===== src/rtl/key_cond_pkg.sv =====
// rtl/key_cond_pkg.sv - shared state type and timing helper for the key conditioner
package key_cond_pkg;

    typedef enum logic [2:0] {
        IDLE       = 3'd0,
        PRESS_DB   = 3'd1,
        PRESSED    = 3'd2,
        HELD       = 3'd3,
        RELEASE_DB = 3'd4
    } key_state_t;

    // Converts a duration in milliseconds to a whole number of clk cycles.
    function automatic int ms_to_cycles(input int clkrate, input int ms);
        return (clkrate / 1000) * ms;
    endfunction

endpackage


===== src/rtl/sync_ff.sv =====
// rtl/sync_ff.sv - reset-to-released synchroniser chain for an asynchronous pin
module sync_ff #(
    parameter int STAGES = 2
) (
    input  logic clk,
    input  logic nrst,
    input  logic level,
    output logic synced
);

    if (STAGES < 2) begin : g_bad_stages
        $error("sync_ff: STAGES must be at least 2");
    end

    logic [STAGES-1:0] chain;

    // Shift the pin through the chain; reset to 1 so the key reads as released.
    always_ff @(posedge clk or negedge nrst) begin
        if (!nrst) begin
            chain <= '1;
        end else begin
            chain <= {chain[STAGES-2:0], level};
        end
    end

    assign synced = chain[STAGES-1];

endmodule


===== src/rtl/key_conditioner.sv =====
// rtl/key_conditioner.sv - push-button synchroniser, debouncer and press/release/hold/repeat event generator
module key_conditioner
    import key_cond_pkg::*;
#(
    parameter int CLKRATE    = 25000000,
    parameter int SYNCSTAGES = 2,
    parameter int DBMSEC     = 20,
    parameter int HOLDMSEC   = 1000,
    parameter int REPMSEC    = 200
) (
    input  logic clk,
    input  logic nrst,
    input  logic key_raw,
    output logic key_clean,
    output logic press_pulse,
    output logic release_pulse,
    output logic hold,
    output logic repeat_pulse
);

    localparam int DBCNT   = ms_to_cycles(CLKRATE, DBMSEC);
    localparam int HOLDCNT = ms_to_cycles(CLKRATE, HOLDMSEC);
    localparam int REPCNT  = ms_to_cycles(CLKRATE, REPMSEC);

    localparam int DB_W   = $clog2(DBCNT) + 1;
    localparam int HOLD_W = $clog2(HOLDCNT) + 1;
    localparam int REP_W  = $clog2(REPCNT) + 1;

    localparam logic [DB_W-1:0]   DB_MAX    = DB_W'(DBCNT);
    localparam logic [DB_W-1:0]   DB_ONE    = DB_W'(1);
    localparam logic [HOLD_W-1:0] HOLD_LAST = HOLD_W'(HOLDCNT - 1);
    localparam logic [HOLD_W-1:0] HOLD_ONE  = HOLD_W'(1);
    localparam logic [REP_W-1:0]  REP_LAST  = REP_W'(REPCNT - 1);
    localparam logic [REP_W-1:0]  REP_ONE   = REP_W'(1);

    if (DBCNT < 1) begin : g_bad_db
        $error("key_conditioner: debounce count must be at least 1");
    end
    if (HOLDCNT <= DBCNT) begin : g_bad_hold
        $error("key_conditioner: hold count must exceed debounce count");
    end
    if (REPCNT < 1) begin : g_bad_rep
        $error("key_conditioner: repeat count must be at least 1");
    end

    logic ks;

    sync_ff #(
        .STAGES (SYNCSTAGES)
    ) u_sync (
        .clk    (clk),
        .nrst   (nrst),
        .level  (key_raw),
        .synced (ks)
    );

    key_state_t        state, state_n;
    logic [DB_W-1:0]   dbcnt, dbcnt_n, db_inc;
    logic [HOLD_W-1:0] holdcnt, holdcnt_n, hold_inc;
    logic [REP_W-1:0]  repcnt, repcnt_n, rep_inc;
    logic              from_held, from_held_n;
    logic              key_clean_n, hold_n;
    logic              press_n, release_n, repeat_n;

    // Saturating increments. Hold and repeat counters stop one short of their
    // terminal value so a resume after an aborted release never skips an event;
    // the event then fires on the next steady-low cycle.
    assign db_inc   = (dbcnt == DB_MAX) ? dbcnt : dbcnt + DB_ONE;
    assign hold_inc = (holdcnt == HOLD_LAST) ? holdcnt : holdcnt + HOLD_ONE;
    assign rep_inc  = (repcnt == REP_LAST) ? repcnt : repcnt + REP_ONE;

    // Next-state, counter and output decisions, all driven from ks only.
    always_comb begin
        state_n     = state;
        dbcnt_n     = dbcnt;
        holdcnt_n   = holdcnt;
        repcnt_n    = repcnt;
        from_held_n = from_held;
        key_clean_n = key_clean;
        hold_n      = hold;
        press_n     = 1'b0;
        release_n   = 1'b0;
        repeat_n    = 1'b0;
        case (state)
            IDLE: begin
                if (!ks) begin
                    state_n = PRESS_DB;
                    dbcnt_n = DB_ONE;
                end
            end
            PRESS_DB: begin
                if (ks) begin
                    state_n = IDLE;
                    dbcnt_n = '0;
                end else if (dbcnt == DB_MAX) begin
                    state_n     = PRESSED;
                    dbcnt_n     = '0;
                    holdcnt_n   = '0;
                    key_clean_n = 1'b0;
                    press_n     = 1'b1;
                end else begin
                    dbcnt_n = db_inc;
                end
            end
            PRESSED: begin
                if (ks) begin
                    state_n     = RELEASE_DB;
                    dbcnt_n     = DB_ONE;
                    from_held_n = 1'b0;
                end else if (holdcnt == HOLD_LAST) begin
                    state_n  = HELD;
                    hold_n   = 1'b1;
                    repeat_n = 1'b1;
                    repcnt_n = '0;
                end else begin
                    holdcnt_n = hold_inc;
                end
            end
            HELD: begin
                if (ks) begin
                    state_n     = RELEASE_DB;
                    dbcnt_n     = DB_ONE;
                    from_held_n = 1'b1;
                end else if (repcnt == REP_LAST) begin
                    repeat_n = 1'b1;
                    repcnt_n = '0;
                end else begin
                    repcnt_n = rep_inc;
                end
            end
            RELEASE_DB: begin
                if (!ks) begin
                    // Release aborted: resume where we left off, counting this cycle.
                    dbcnt_n = '0;
                    if (from_held) begin
                        state_n  = HELD;
                        repcnt_n = rep_inc;
                    end else begin
                        state_n   = PRESSED;
                        holdcnt_n = hold_inc;
                    end
                end else if (dbcnt == DB_MAX) begin
                    state_n     = IDLE;
                    dbcnt_n     = '0;
                    holdcnt_n   = '0;
                    repcnt_n    = '0;
                    from_held_n = 1'b0;
                    key_clean_n = 1'b1;
                    hold_n      = 1'b0;
                    release_n   = 1'b1;
                end else begin
                    dbcnt_n = db_inc;
                end
            end
            default: begin
                state_n = IDLE;
                dbcnt_n = '0;
            end
        endcase
    end

    // State, counters and registered outputs; reset forces the released view.
    always_ff @(posedge clk or negedge nrst) begin
        if (!nrst) begin
            state         <= IDLE;
            dbcnt         <= '0;
            holdcnt       <= '0;
            repcnt        <= '0;
            from_held     <= 1'b0;
            key_clean     <= 1'b1;
            hold          <= 1'b0;
            press_pulse   <= 1'b0;
            release_pulse <= 1'b0;
            repeat_pulse  <= 1'b0;
        end else begin
            state         <= state_n;
            dbcnt         <= dbcnt_n;
            holdcnt       <= holdcnt_n;
            repcnt        <= repcnt_n;
            from_held     <= from_held_n;
            key_clean     <= key_clean_n;
            hold          <= hold_n;
            press_pulse   <= press_n;
            release_pulse <= release_n;
            repeat_pulse  <= repeat_n;
        end
    end

endmodule

===== config.mk =====
export PLATFORM = sky130hd
export DESIGN_NAME = key_conditioner
export DESIGN_NICKNAME = d
export VERILOG_FILES = /design/src/rtl/key_cond_pkg.sv /design/src/rtl/sync_ff.sv /design/src/rtl/key_conditioner.sv
export SDC_FILE = /design/constraint.sdc
export NUM_CORES = 1
export LEC_CHECK = 0
export ABC_AREA = 1
export BUFFER_PORTS_ARGS = -buffer_cell sky130_fd_sc_hd__buf_2
export CAP_MARGIN = 10
export CELL_PAD_IN_SITES_DETAIL_PLACEMENT = 1
export CELL_PAD_IN_SITES_GLOBAL_PLACEMENT = 1
export CORE_MARGIN = 2
export CORE_UTILIZATION = 26
export CTS_BUF_LIST = sky130_fd_sc_hd__clkbuf_8 sky130_fd_sc_hd__clkbuf_16
export DETAILED_ROUTE_END_ITERATION = 10
export PLACE_DENSITY_LB_ADDON = 0.1
export SLEW_MARGIN = 10
export SYNTH_ARGS = -nofsm -noshare
export SYNTH_HDL_FRONTEND = slang
export SYNTH_SLANG_ARGS = --single-unit

===== constraint.sdc =====
create_clock -name clk -period 2.7 [get_ports clk]
set_input_delay 0.405 -clock clk [delete_from_list [all_inputs] [get_ports clk]]
set_output_delay 0.405 -clock clk [all_outputs]
set_load 0.02 [all_outputs]

After elaboration in Yosys (flattened, before gate mapping)
Cells that the tools add are included.

Register bits after elaboration: 81. Bits of input ports: 3. Output and inout bits: 5. Logic and storage cells: 106.

Add/subtract/negate cells: 3. Eq/ne operators: 24. Muxes and demuxes: 55. Reduce and logical (&&, ||, !) cells: 13.

Operators by type and width (number): 2-to-1 mux 24 bit (8); 2-to-1 mux 26 bit (7); 2-to-1 mux 20 bit (5); one-hot mux 20 bit (4 select lines) (1); one-hot mux 26 bit (3 select lines) (1); one-hot mux 24 bit (3 select lines) (1); adder 26 x 1 -> 26 bit, second input constant (1); == test 26 x 25 -> 1 bit, second input constant (1); AND reduction 5 bit (5); adder 24 x 1 -> 24 bit, second input constant (1); == test 24 x 23 -> 1 bit, second input constant (1); 2-to-1 mux 3 bit (8); adder 20 x 1 -> 20 bit, second input constant (1); == test 20 x 19 -> 1 bit, second input constant (1); 2-to-1 mux 1 bit (19); != test 2 bit, second input constant (8); one-hot mux 3 bit (5 select lines) (1); != test 3 x 2 -> 1 bit, second input constant (4); != test 2 x 1 -> 1 bit, second input constant (4); == test 3 x 2 -> 1 bit, second input constant (2); one-hot mux 1 bit (2 select lines) (3); AND reduction 6 bit (1); nonzero test 3 bit (2); nonzero test 2 bit (2); other kinds (7) (7).

Depth between registers and ports, before layout
Gate-level depths: netlist (run 1).

Depth in word-level cells: 5. Mapped depth: 14. Depth with buffers taken out: 13.

Cells and area by module
Synthesis (run 1) repeated with hierarchy kept, for this count alone.

Cell total of the unflattened synthesis: 890. Area, all modules: 5861.9 um^2.

By module, submodules not included: key_conditioner (instances 1, cells each 888, area an instance 5809.3 um^2, sequential area each 1978.1 um^2); sync_ff (instances 1, cells each 2, area an instance 52.6 um^2, sequential area each 52.6 um^2).

Worst setup path after synthesis (run 1)
No wires, ideal clock.

Path kind: reg2reg. From: register repcnt[0]. To: register repcnt[0]. Setup time: 76 ps. Arrival: 1908 ps. Required time: 2624 ps. Slack: 716 ps. Cell stages (with the launch flop): 12. Buffers on the path: 1. Period minus slack after synthesis: 1984 ps. Path through: dfrtp_1 -> ha_1 -> clkbuf_1 -> nand2_1 -> nor2_1 -> nand2_1 -> nor2_1 -> nand2_1 -> ha_1 -> o21ai_0 -> nand2_1 -> o21ai_1.

Longest elaborated chain between the ends: 5. Elaborated cells between the ends (all ways): 8. Classes of those cells: add/sub: 1; eq/ne: 1; mux: 6.

RTL lines: start, declared (RTL line key_conditioner.sv:60) `logic [REP_W-1:0] repcnt, repcnt_n, rep_inc;`; start signal, assigned (RTL line key_conditioner.sv:179) `repcnt <= repcnt_n;`; adder 24 x 1 -> 24 bit / == test 24 x 23 -> 1 bit (equally long branches) (RTL line key_conditioner.sv:70, key_conditioner.sv:124); 2-to-1 mux 24 bit (RTL line key_conditioner.sv:70) `assign rep_inc = (repcnt == REP_LAST) ? repcnt : repcnt + REP_ONE;`; 2-to-1 mux 24 bit, on equally long branches (RTL line key_conditioner.sv:135, key_conditioner.sv:124); 2-to-1 mux 24 bit, on equally long branches (RTL line key_conditioner.sv:132, key_conditioner.sv:120); one-hot mux 24 bit (3 select lines) (*) (RTL line key_conditioner.sv:84) `case (state)`.

Every way passes the cells marked *; elsewhere a longest branch is shown, timed or not. The select of a mux whose other input is x is not followed. A chain may end at the register's enable or synchronous reset.

Worst setup path in the final report (run 1)
Same ends and word-level chain as after synthesis.

==> results of run 1 <==
[cell type report]
class	instances	area [sq um]	share of cell area, %
well taps	280	350.3	5.377
repair buffers	19	140.1	2.151
flip-flops and latches	81	2031	31.17
clock buffers	9	225.2	3.457
clock inverters	7	87.58	1.344
multi-input cells	740	3272	50.22
inverters	109	409.1	6.280
[per-stage QoR]
stage | instance area (sq um) | util (%) | hold WS [ps]
after floorplan | 5807 | - | 109.4
after global routing | 6515 | 29.76 | 77.05
after CTS | 6513 | 29.75 | 63.48
after global placement | 6200 | 28.32 | 365.1
after detailed placement | 6200 | 28.32 | 364.9
final | 6515 | 29.76 | 38.07
[kinds of logic (layout without fill, tap and decap cells)]
logic type | Yosys count | count (layout) | share of synthesized area [%]
buffers and inverters | 129 | 144 | 8.813
and+or+nand+nor | 648 | 648 | 46.33
AOI/OAI and AO/OA | 74 | 74 | 6.852
xor gates and xnor gates | 13 | 13 | 1.961
DFF | 81 | 81 | 34.97
adders and majority gates | 5 | 5 | 1.077
[state kept, by name, indices dropped and copies added (netlist names)]
signal,count
release_pulse,1
from_held,1
state,3
repcnt,24
key_clean,1
press_pulse,1
holdcnt,26
u_sync.chain,2
dbcnt,20
repeat_pulse,1
hold,1
[layer usage]
layer	vias to the layer above	GRT usage (%)
met5	-	0
met4	0	4.325
met3	14	2.325
met2	22	30.14
met1	2799	24.16
li1	3028	-
[worst max-delay path, stage by stage (launching register included)]
cell and delay (ps):
dfrtp_1 490, ha_2 320, nand2_1 70, nor2_1 310
nand2_1 140, nor2_1 170, nand2_1 140, ha_1 290
o21ai_0 160, nand2_1 70, o21ai_1 90
[worst max-delay path by stage]
| stage | endpoint | slack, ps |
|---|---|---|
| floorplan | repcnt[0] | 720 |
| detailed placement | repcnt[0] | 280 |
| global placement | repcnt[0] | 270 |
| CTS | repcnt[0] | 270 |
| finish | repcnt[0] | 390 |
| global route | repcnt[0] | 50 |
[cells in the final DEF (no fill, tap or decap), types with 2 or more instances in the layout]
| cell | instances |
|---|---|
| a21oi_1 | 16 |
| a31oi_1 | 2 |
| and2_1 | 2 |
| buf_2 | 6 |
| buf_4 | 12 |
| bufinv_16 | 2 |
| clkbuf_16 | 9 |
| clkinvlp_4 | 2 |
| dfrtp_1 | 78 |
| dfstp_2 | 3 |
| ha_1 | 4 |
| inv_1 | 103 |
| inv_2 | 7 |
| nand2_1 | 365 |
| nand3_1 | 78 |
| nand4_1 | 31 |
| nor2_1 | 139 |
| nor2_2 | 6 |
| nor2_4 | 2 |
| nor3_1 | 16 |
| nor4_1 | 3 |
| o21ai_0 | 34 |
| o21ai_1 | 16 |
| or2_2 | 2 |
| xnor2_1 | 2 |
| xor2_1 | 11 |
[power breakdown]
part	internal, uW	switching (uW)
Combinational	302	936
Sequential	1300	124
Clock	804	573
==> results.txt, run 1 <==
Status: completed
Post-CTS Setup Bufs: 0
Clk buf depth: 2
FILL cells: 2894
Cts repair resizes: 0
Initial antenna violation count: 0
Core Area: 0.02189 sq mm
Post-synth top area cell: dfrtp_1
Synth top area cells: dfrtp_1 34%, nand2_1 24%, nor2_1 9.1%, nand3_1 6.7%, inv_1 6.5%
Most common cell in the netlist: nand2_1
Most frequent cells after synthesis: 365 x nand2_1, 141 x nor2_1, 101 x inv_1
Syn Area/Cell: 6.112 sq um
Worst path required time: 2990 ps
First-pass GRT wire length: 33530 microns
GRT overflow: 0
Fraction of registers with async set/reset: 100.0%
Boundary pin count: 8
TritonCTS clock tree: done
Via count: 5863
PortBufs: 7
Crit path max fanout: 7
Maximum vdd drop: 0.2838 mV
Final setup viols: 0
Share of post-route cells with drive strength above 1: 6.010%
Nets: 968
Worst Setup End Kind: flip-flop
Highest Signal Layer: met4
DRT iter0 DRCs: 218
FF-to-FF Start: repcnt[0]
Largest net degree at the start of global routing: 41
Clock Pin Slew Worst Setup and Hold Paths: 80 ps
Dominant synthesized flop cell: dfrtp_1
Kind of critical path: reg2reg
Dpl hpwl: 14850 microns
Post-synth EDFFs: 0
Cts bufs inserted: 9
H-tree lvl count: 3
Worst slew margin: 59.76%
Power after layout: 4040 uW
#FFs+latches synth: 81
Seq/Total Area, Yosys: 34.97%
Skew final: 15.23 ps
Total track usage: 17.81%
Final Non-Filler Cells: 1245
Final hold vios: 0
Worst-Skew Late Latency: 360 ps
R2R Setup Slk: 390 ps
Met3 routed wirelength: 271 microns
PwrDens: 620.2 mW/mm^2
Met2 WL: 9481 microns
Post-Synthesis Cells: 950
Syn nets: 958
Std cell rows: 54
Root Driver: clkbuf_16
Hold WC Path Type: in2async
Critical Path Source Type: flip-flop
Max-slew violations: 0
Die width: 153.4 microns
Mapped Area: 0.005807 sq mm
Setup crit start: repcnt[0]
Final GP Congestion: 0.7711
Post-Route WL: 19980 microns
Initial Utilization: 26.53%
Inst Count DP: 1229
Setup TNS: 0 ps
Top-area cell type share of the netlist area: 33.61%
Die area: 0.02355 sq mm
Yosys warnings: 0
Crit share post-route: 85.40%
Maximum Capacitance Violations: 0
Dpl ws: 278.0 ps
Worst Tran Pin Value: 603.6 ps
Metal-1 WL: 10020 microns
Fmax: 0.4337 GHz
Vias in the first global route: 6241
CTS Sinks: 81
Cells on worst reg2reg path: 10
Hold-fix buffers at CTS: 0
RSZ-0062 raised after global routing: no
Routed WL per cell: 16.05 microns
Number of library cell types mapped by synthesis: 36
ANT nets after route: 0
DRC viols: 0
Ant. Diodes: 0
Static leakage: 0.002978 uW
Layout area overhead: 12.20%
Detailed Routing Iterations Pass 1: 4
Die H: 153.4 microns
Crit path arrival time: 2600 ps
Critical R2R Capture: repcnt[0]
Fin worst setup slack: 394.3 ps
Tmin final: 2306 ps
Vias per inst: 4.709
Power figures use the tool's default switching activity.
==> inputs of run 2 (changes only) <==
Settings changed: BUFFER_PORTS_ARGS -buffer_cell sky130_fd_sc_hd__buf_2 to -buffer_cell sky130_fd_sc_hd__clkbuf_2, CORE_MARGIN 2 to unset.
==> run 2 against run 1 <==
Maximum frequency down 0.92%. Largest cell class unchanged. Sequential power about the same. Register-to-register slack worse by 20 ps. Sequential cell count unchanged. Worst hold slack better by 17 ps. Highest routed layer unchanged. Sequential share of layout area down 0.20 points. Via count up 0.27%. Total power up 0.27%. First-iteration DRC count up 4.6%. Die area down 2.6%. Clock power about the same.
==> results.txt, run 2 (same netlist as run 1, synthesis figures left out) <==
Status: completed
Layout area overhead: 12.91%
Clock Pin Slew Worst Setup and Hold Paths: 70 ps (about the same)
Boundary pin count: 8 (unchanged)
PwrDens: 617.9 mW/mm^2 (-0.36%)
FILL cells: 2849 (-1.6%)
Root Driver: clkbuf_16
Vias in the first global route: 6165 (-1.2%)
Buffers & Inverters on Critical Path: 0 (unchanged)
Die width: 151.4 microns (-1.3%)
Critical-path cell list: ha_1 -> nand2_1 -> nor2_2 -> nand2_1 -> nor2_1 -> nand2_1 -> ha_1 -> o21ai_0 -> nand2_1 -> o21ai_1
Tmin final: 2327 ps (+21.48 ps)
First-pass GRT wire length: 33060 microns (-1.4%)
Core Area: 0.02189 sq mm (unchanged)
R2R Setup Slk: 370 ps (-20 ps)
Share of post-route cells with drive strength above 1: 6.398% (+0.39 points)
Post-Route WL: 19610 microns (-1.8%)
Critical R2R Capture: repcnt[0]
Detailed Routing Iterations Pass 1: 4 (unchanged)
RSZ-0062 raised after global routing: no
Die H: 151.4 microns (-1.3%)
Most used cell, CP: nand2_1
FF-to-FF Start: repcnt[0]
GRT overflow: 0 (unchanged)
Dpl hpwl: 14810 microns (-0.26%)
Cts bufs inserted: 9 (unchanged)
Worst Setup End Kind: flip-flop
DRT iter0 DRCs: 228 (+4.6%)
Most flops, register: holdcnt
Stages on the worst setup path: 10 (unchanged)
Critical Path Source Type: flip-flop
Sequential cell area: 0.002031 sq mm (unchanged)
Crit share post-route: 86.19% (+0.80 points)
CTS Sinks: 81 (unchanged)
Hold WC Path Type: in2async
Ant. Diodes: 0 (unchanged)
Commonest non-fill, non-tap cell in the layout: nand2_1
Final Non-Filler Cells: 1249 (+0.32%)
Die area: 0.02294 sq mm (-2.6%)
Worst path required time: 2990 ps (about the same)
Worst Setup EP: repcnt[0]
Power after layout: 4051 uW (+0.27%)
Static leakage: 0.003007 uW (+1.0%)
Nets: 972 (+0.41%)
Setup crit start: repcnt[0]
Final GP Congestion: 0.7746 (+0.45%)
Std cell rows: 54 (unchanged)
Kind of critical path: reg2reg
Fmax: 0.4297 GHz (-0.92%)
Commonest non-fill, non-tap cells in the layout: 365 x nand2_1, 138 x nor2_1, 103 x inv_1
Routed WL per cell: 15.70 microns (-2.2%)
Cells on worst reg2reg path: 10 (unchanged)
Total track usage: 18.79% (+0.98 points)
Max FFs per register: 26 (unchanged)
Skew final: 16.63 ps (+1.405 ps)
PortBufs: 7 (unchanged)
Initial antenna violation count: 0 (unchanged)
Initial Utilization: 26.53% (unchanged)
Crit path arrival time: 2620 ps (+20 ps)
Maximum Capacitance Violations: 0 (unchanged)
H-tree lvl count: 3 (unchanged)
Area taken by multi-input logic gates: 0.003272 sq mm (unchanged)
Clk buf depth: 2 (unchanged)
Worst slew margin: 55.99% (-3.8 points)
Maximum vdd drop: 0.2741 mV (-3.4%)
Largest net degree at the start of global routing: 46 (+12%)
Worst Tran Pin Value: 660.2 ps (+56.54 ps)
Largest regs: holdcnt (26), repcnt (24), dbcnt (20)
ANT nets after route: 0 (unchanged)
Largest delay contributor family on the critical path: simple AND/OR/NAND/NOR gates
Final setup viols: 0 (unchanged)
Final hold vios: 0 (unchanged)
TritonCTS clock tree: done
Critical path's slowest cell: dfrtp_1
CP peak stage delay: 490 ps (about the same)
Worst-Skew Late Latency: 360 ps (about the same)
Crit path max fanout: 7 (unchanged)
Vias per inst: 4.707 (about the same)
Inst Count DP: 1233 (+0.33%)
DRC viols: 0 (unchanged)
Max-slew violations: 0 (unchanged)
Setup TNS: 0 ps (unchanged)
Via count: 5879 (+0.27%)
[run 2: changes by cell type in the layout (fill, tap and decap cells not counted)]
cell | before | now
buf_2 | 6 | 0
buf_4 | 12 | 16
clkbuf_2 | 0 | 6
clkbuf_8 | 0 | 1
clkinv_2 | 1 | 0
clkinv_4 | 0 | 2
clkinvlp_4 | 2 | 0
ha_1 | 4 | 5
ha_2 | 1 | 0
nor2_1 | 139 | 138
nor2_2 | 6 | 7
[run 2: how the worst min path moves through the flow]
stage	from	endpoint	slack [ps]	cells past startpoint
floorplan	nrst	dbcnt[0]	110	0
CTS	nrst	repcnt[19]	80	1
finish	nrst	repcnt[19]	50	1
detailed placement	u_sync.chain[0]	u_sync.chain[1]	370	0
global route	nrst	repcnt[19]	110	1
global placement	u_sync.chain[0]	u_sync.chain[1]	370	0
[run 2: layout make-up]
class | instances | share of cell area (%)
Multi-Input combinational cell | 740 | 49.90
Timing Repair Buffer | 23 | 2.595
Clock buffer | 10 | 3.645
Sequential cell | 81 | 30.97
Tap cell | 280 | 5.344
Clock inverter | 6 | 1.298
Inverter | 109 | 6.240
[run 2: what timing repair did]
item	in CTS	in global routing
gates resized for setup	0	1
hold buffers	0	0
setup buffers	0	0
endpoints found under the setup margin	0	1
[run 2: where the power goes]
group | switching (uW) | total, uW | internal (uW)
Sequential | 125 | 1430 | 1300
Clock | 559 | 1390 | 834
Combinational | 923 | 1230 | 308
Total | 1610 | 4050 | 2440
[run 2: metal layers]
layer	vias up	global-route usage (%)	routed length, microns
li1	3032	-	-
met1	2792	24.86	9629
met2	37	31.85	9386
met3	18	2.169	295
met4	0	5.550	299
met5	-	0	0
[run 2: metrics by stage]
stage	cell area, sq um	utilization [%]	setup WS, ps	hold WS (ps)
2_1_floorplan	5807	-	715.6	109.4
3_3_place_gp	6230	28.46	241.6	368.0
3_5_place_dp	6230	28.46	226.8	365.4
4_1_cts	6554	29.94	204.4	83.01
5_1_grt	6556	29.95	45.90	110.1
6_report	6556	29.95	372.8	54.66
==> inputs of run 3 (changes only) <==
Settings changed: PLACE_DENSITY_LB_ADDON 0.1 to 0.12.
==> run 3 against run 2 <==
Non-clock buffer count increased by 2. Die area unchanged. Highest routed layer unchanged. Largest cell class unchanged. Wire length decreased by 0.34%. Critical path type unchanged. Via count increased by 0.12%. Total power decreased by 1.4%. Global-route usage decreased by 0.089 points. Critical path depth unchanged. Final cell count increased by 0.16%. Worst setup slack improved by 69 ps. Final area about the same. Maximum frequency increased by 3.0%. Sequential cell count unchanged.
==> results.txt, run 3 (same netlist as run 1, synthesis figures left out) <==
Status: completed
Cts repair resizes: 0 (unchanged)
Maximum vdd drop: 0.2836 mV (+3.5%)
Max FFs per register: 26 (unchanged)
FILL cells: 2905 (+2.0%)
Ant. Diodes: 0 (unchanged)
Worst-Skew Late Latency: 350 ps (about the same)
Cts bufs inserted: 9 (unchanged)
Inst Count DP: 1235 (+0.16%)
Vias in the first global route: 6174 (+0.15%)
Critical-path cell list: ha_1 -> nand2_1 -> nor2_1 -> nand2_1 -> nor2_1 -> nand2_1 -> ha_1 -> o21ai_0 -> nand2_1 -> o21ai_1
Worst Tran Pin Value: 574.9 ps (-85.34 ps)
CP peak stage delay: 470 ps (-20 ps)
Tmin final: 2259 ps (-68.56 ps)
Routed WL per cell: 15.62 microns (-0.50%)
Std cell rows: 54 (unchanged)
Crit path arrival time: 2530 ps (-90 ps)
Fin worst setup slack: 441.4 ps (+68.56 ps)
PwrDens: 609.5 mW/mm^2 (-1.4%)
Fmax: 0.4428 GHz (+3.0%)
Placement Cell Area: 0.006245 sq mm (+0.24%)
H-tree lvl count: 3 (unchanged)
Kind of critical path: reg2reg
Final Non-Filler Cells: 1251 (+0.16%)
Dpl ws: 434.3 ps (+207.5 ps)
Clk buf depth: 2 (unchanged)
Final GP Congestion: 0.7824 (+1.0%)
Maximum Capacitance Violations: 0 (unchanged)
Nets: 974 (+0.21%)
Via count: 5886 (+0.12%)
Post-Route WL: 19540 microns (-0.34%)
Detailed Routing Iterations Pass 1: 4 (unchanged)
Finished Cell Area: 0.006551 sq mm (about the same)
Vias per inst: 4.705 (about the same)
Buffers & Inverters on Critical Path: 0 (unchanged)
Most flops, register: holdcnt
Final hold vios: 0 (unchanged)
ANT nets after route: 0 (unchanged)
Post-CTS Setup Bufs: 0 (unchanged)
TritonCTS clock tree: done
Share of post-route cells with drive strength above 1: 6.694% (+0.30 points)
First-pass GRT wire length: 33080 microns (about the same)
Static leakage: 0.002999 uW (-0.29%)
Worst Setup End Kind: flip-flop
Worst path required time: 2980 ps (about the same)
Largest net degree at the start of global routing: 47 (+2.2%)
Total track usage: 18.70% (-0.089 points)
Root Driver: clkbuf_16
Boundary pin count: 8 (unchanged)
Skew final: 6.793 ps (-9.837 ps)
Core Area: 0.02189 sq mm (unchanged)
CTS Sinks: 81 (unchanged)
Dpl hpwl: 14780 microns (-0.22%)
Setup TNS: 0 ps (unchanged)
Final setup viols: 0 (unchanged)
RSZ-0062 raised after global routing: no
Commonest non-fill, non-tap cells in the layout: 365 x nand2_1, 139 x nor2_1, 101 x inv_1
Die area: 0.02294 sq mm (unchanged)
Commonest non-fill, non-tap cell in the layout: nand2_1
DRT iter0 DRCs: 184 (-19%)
Largest delay contributor family on the critical path: simple AND/OR/NAND/NOR gates
Initial antenna violation count: 0 (unchanged)
Worst slew margin: 61.42% (+5.4 points)
Hold-fix buffers at CTS: 0 (unchanged)
Max-slew violations: 0 (unchanged)
Die H: 151.4 microns (unchanged)
Most used cell, CP: nand2_1
Layout area overhead: 12.82% (about the same)
Clock Pin Slew Worst Setup and Hold Paths: 70 ps (about the same)
Hold WC Path Type: in2async
Critical Path Source Type: flip-flop
Largest regs: holdcnt (26), repcnt (24), dbcnt (20)
GRT overflow: 0 (unchanged)
DRC viols: 0 (unchanged)
Die width: 151.4 microns (unchanged)
PortBufs: 7 (unchanged)
Crit path max fanout: 7 (unchanged)
Initial Utilization: 26.53% (unchanged)
Critical path's slowest cell: dfrtp_1
Crit share post-route: 83.65% (-2.5 points)
-- run 3: layout make-up --
| class | count | area (sq um) | area share, % |
|---|---|---|---|
| Clock buffer | 10 | 239.0 | 3.648 |
| Clock inverter | 6 | 67.56 | 1.031 |
| Inverter | 109 | 409.1 | 6.245 |
| Multi-Input combinational cell | 740 | 3269 | 49.90 |
| Sequential cell | 81 | 2031 | 31.00 |
| Tap cell | 280 | 350.3 | 5.348 |
| Timing Repair Buffer | 25 | 185.2 | 2.827 |
-- run 3: path summary, 6_finish.rpt --
path | startpoint | to | slack [ps] | depth (start not counted)
max reg2reg | repcnt[0] | repcnt[0] | 440 | 10
min | nrst | dbcnt[7] | 20 | 1
min reg2reg | u_sync.chain[0] | u_sync.chain[1] | 380 | 0
min in group clk | key_raw | u_sync.chain[0] | 130 | 1
max | repcnt[0] | repcnt[0] | 440 | 10
max in group asynchronous | nrst | holdcnt[5] | 2020 | 2
-- run 3: metal layers --
layer  global-route usage, %  up-vias  share of wire [%]
met5                       0        -                  0
met1                   25.35     2796                 50
met3                   2.410       14                2.1
met4                   4.150        0                1.1
li1                        -     3023                  -
met2                   31.42       53                 47
-- run 3: per-stage QoR --
stage                     hold slack (ps)  util, %  total power (uW)
after CTS                           52.15    29.93              4093
after global routing                71.86    29.93              4282
final                               22.85    29.93              3993
after floorplan                     109.4        -              2249
after global placement              369.7    28.53              2747
after detailed placement            365.8    28.53              2741
-- run 3: power breakdown --
part	leakage (uW)	switching [uW]	internal, uW
combinational	0.00175	934	334
sequential	0.00110	114	1300
clock	0.000145	563	745
-- run 3: worst register-to-register path, cell delays in order, from the launching register on --
cell and delay [ps]:
dfrtp_1 470, ha_1 350, nand2_1 90, nor2_1 290, nand2_1 120, nor2_1 160, nand2_1 130, ha_1 300
o21ai_0 150, nand2_1 70, o21ai_1 70
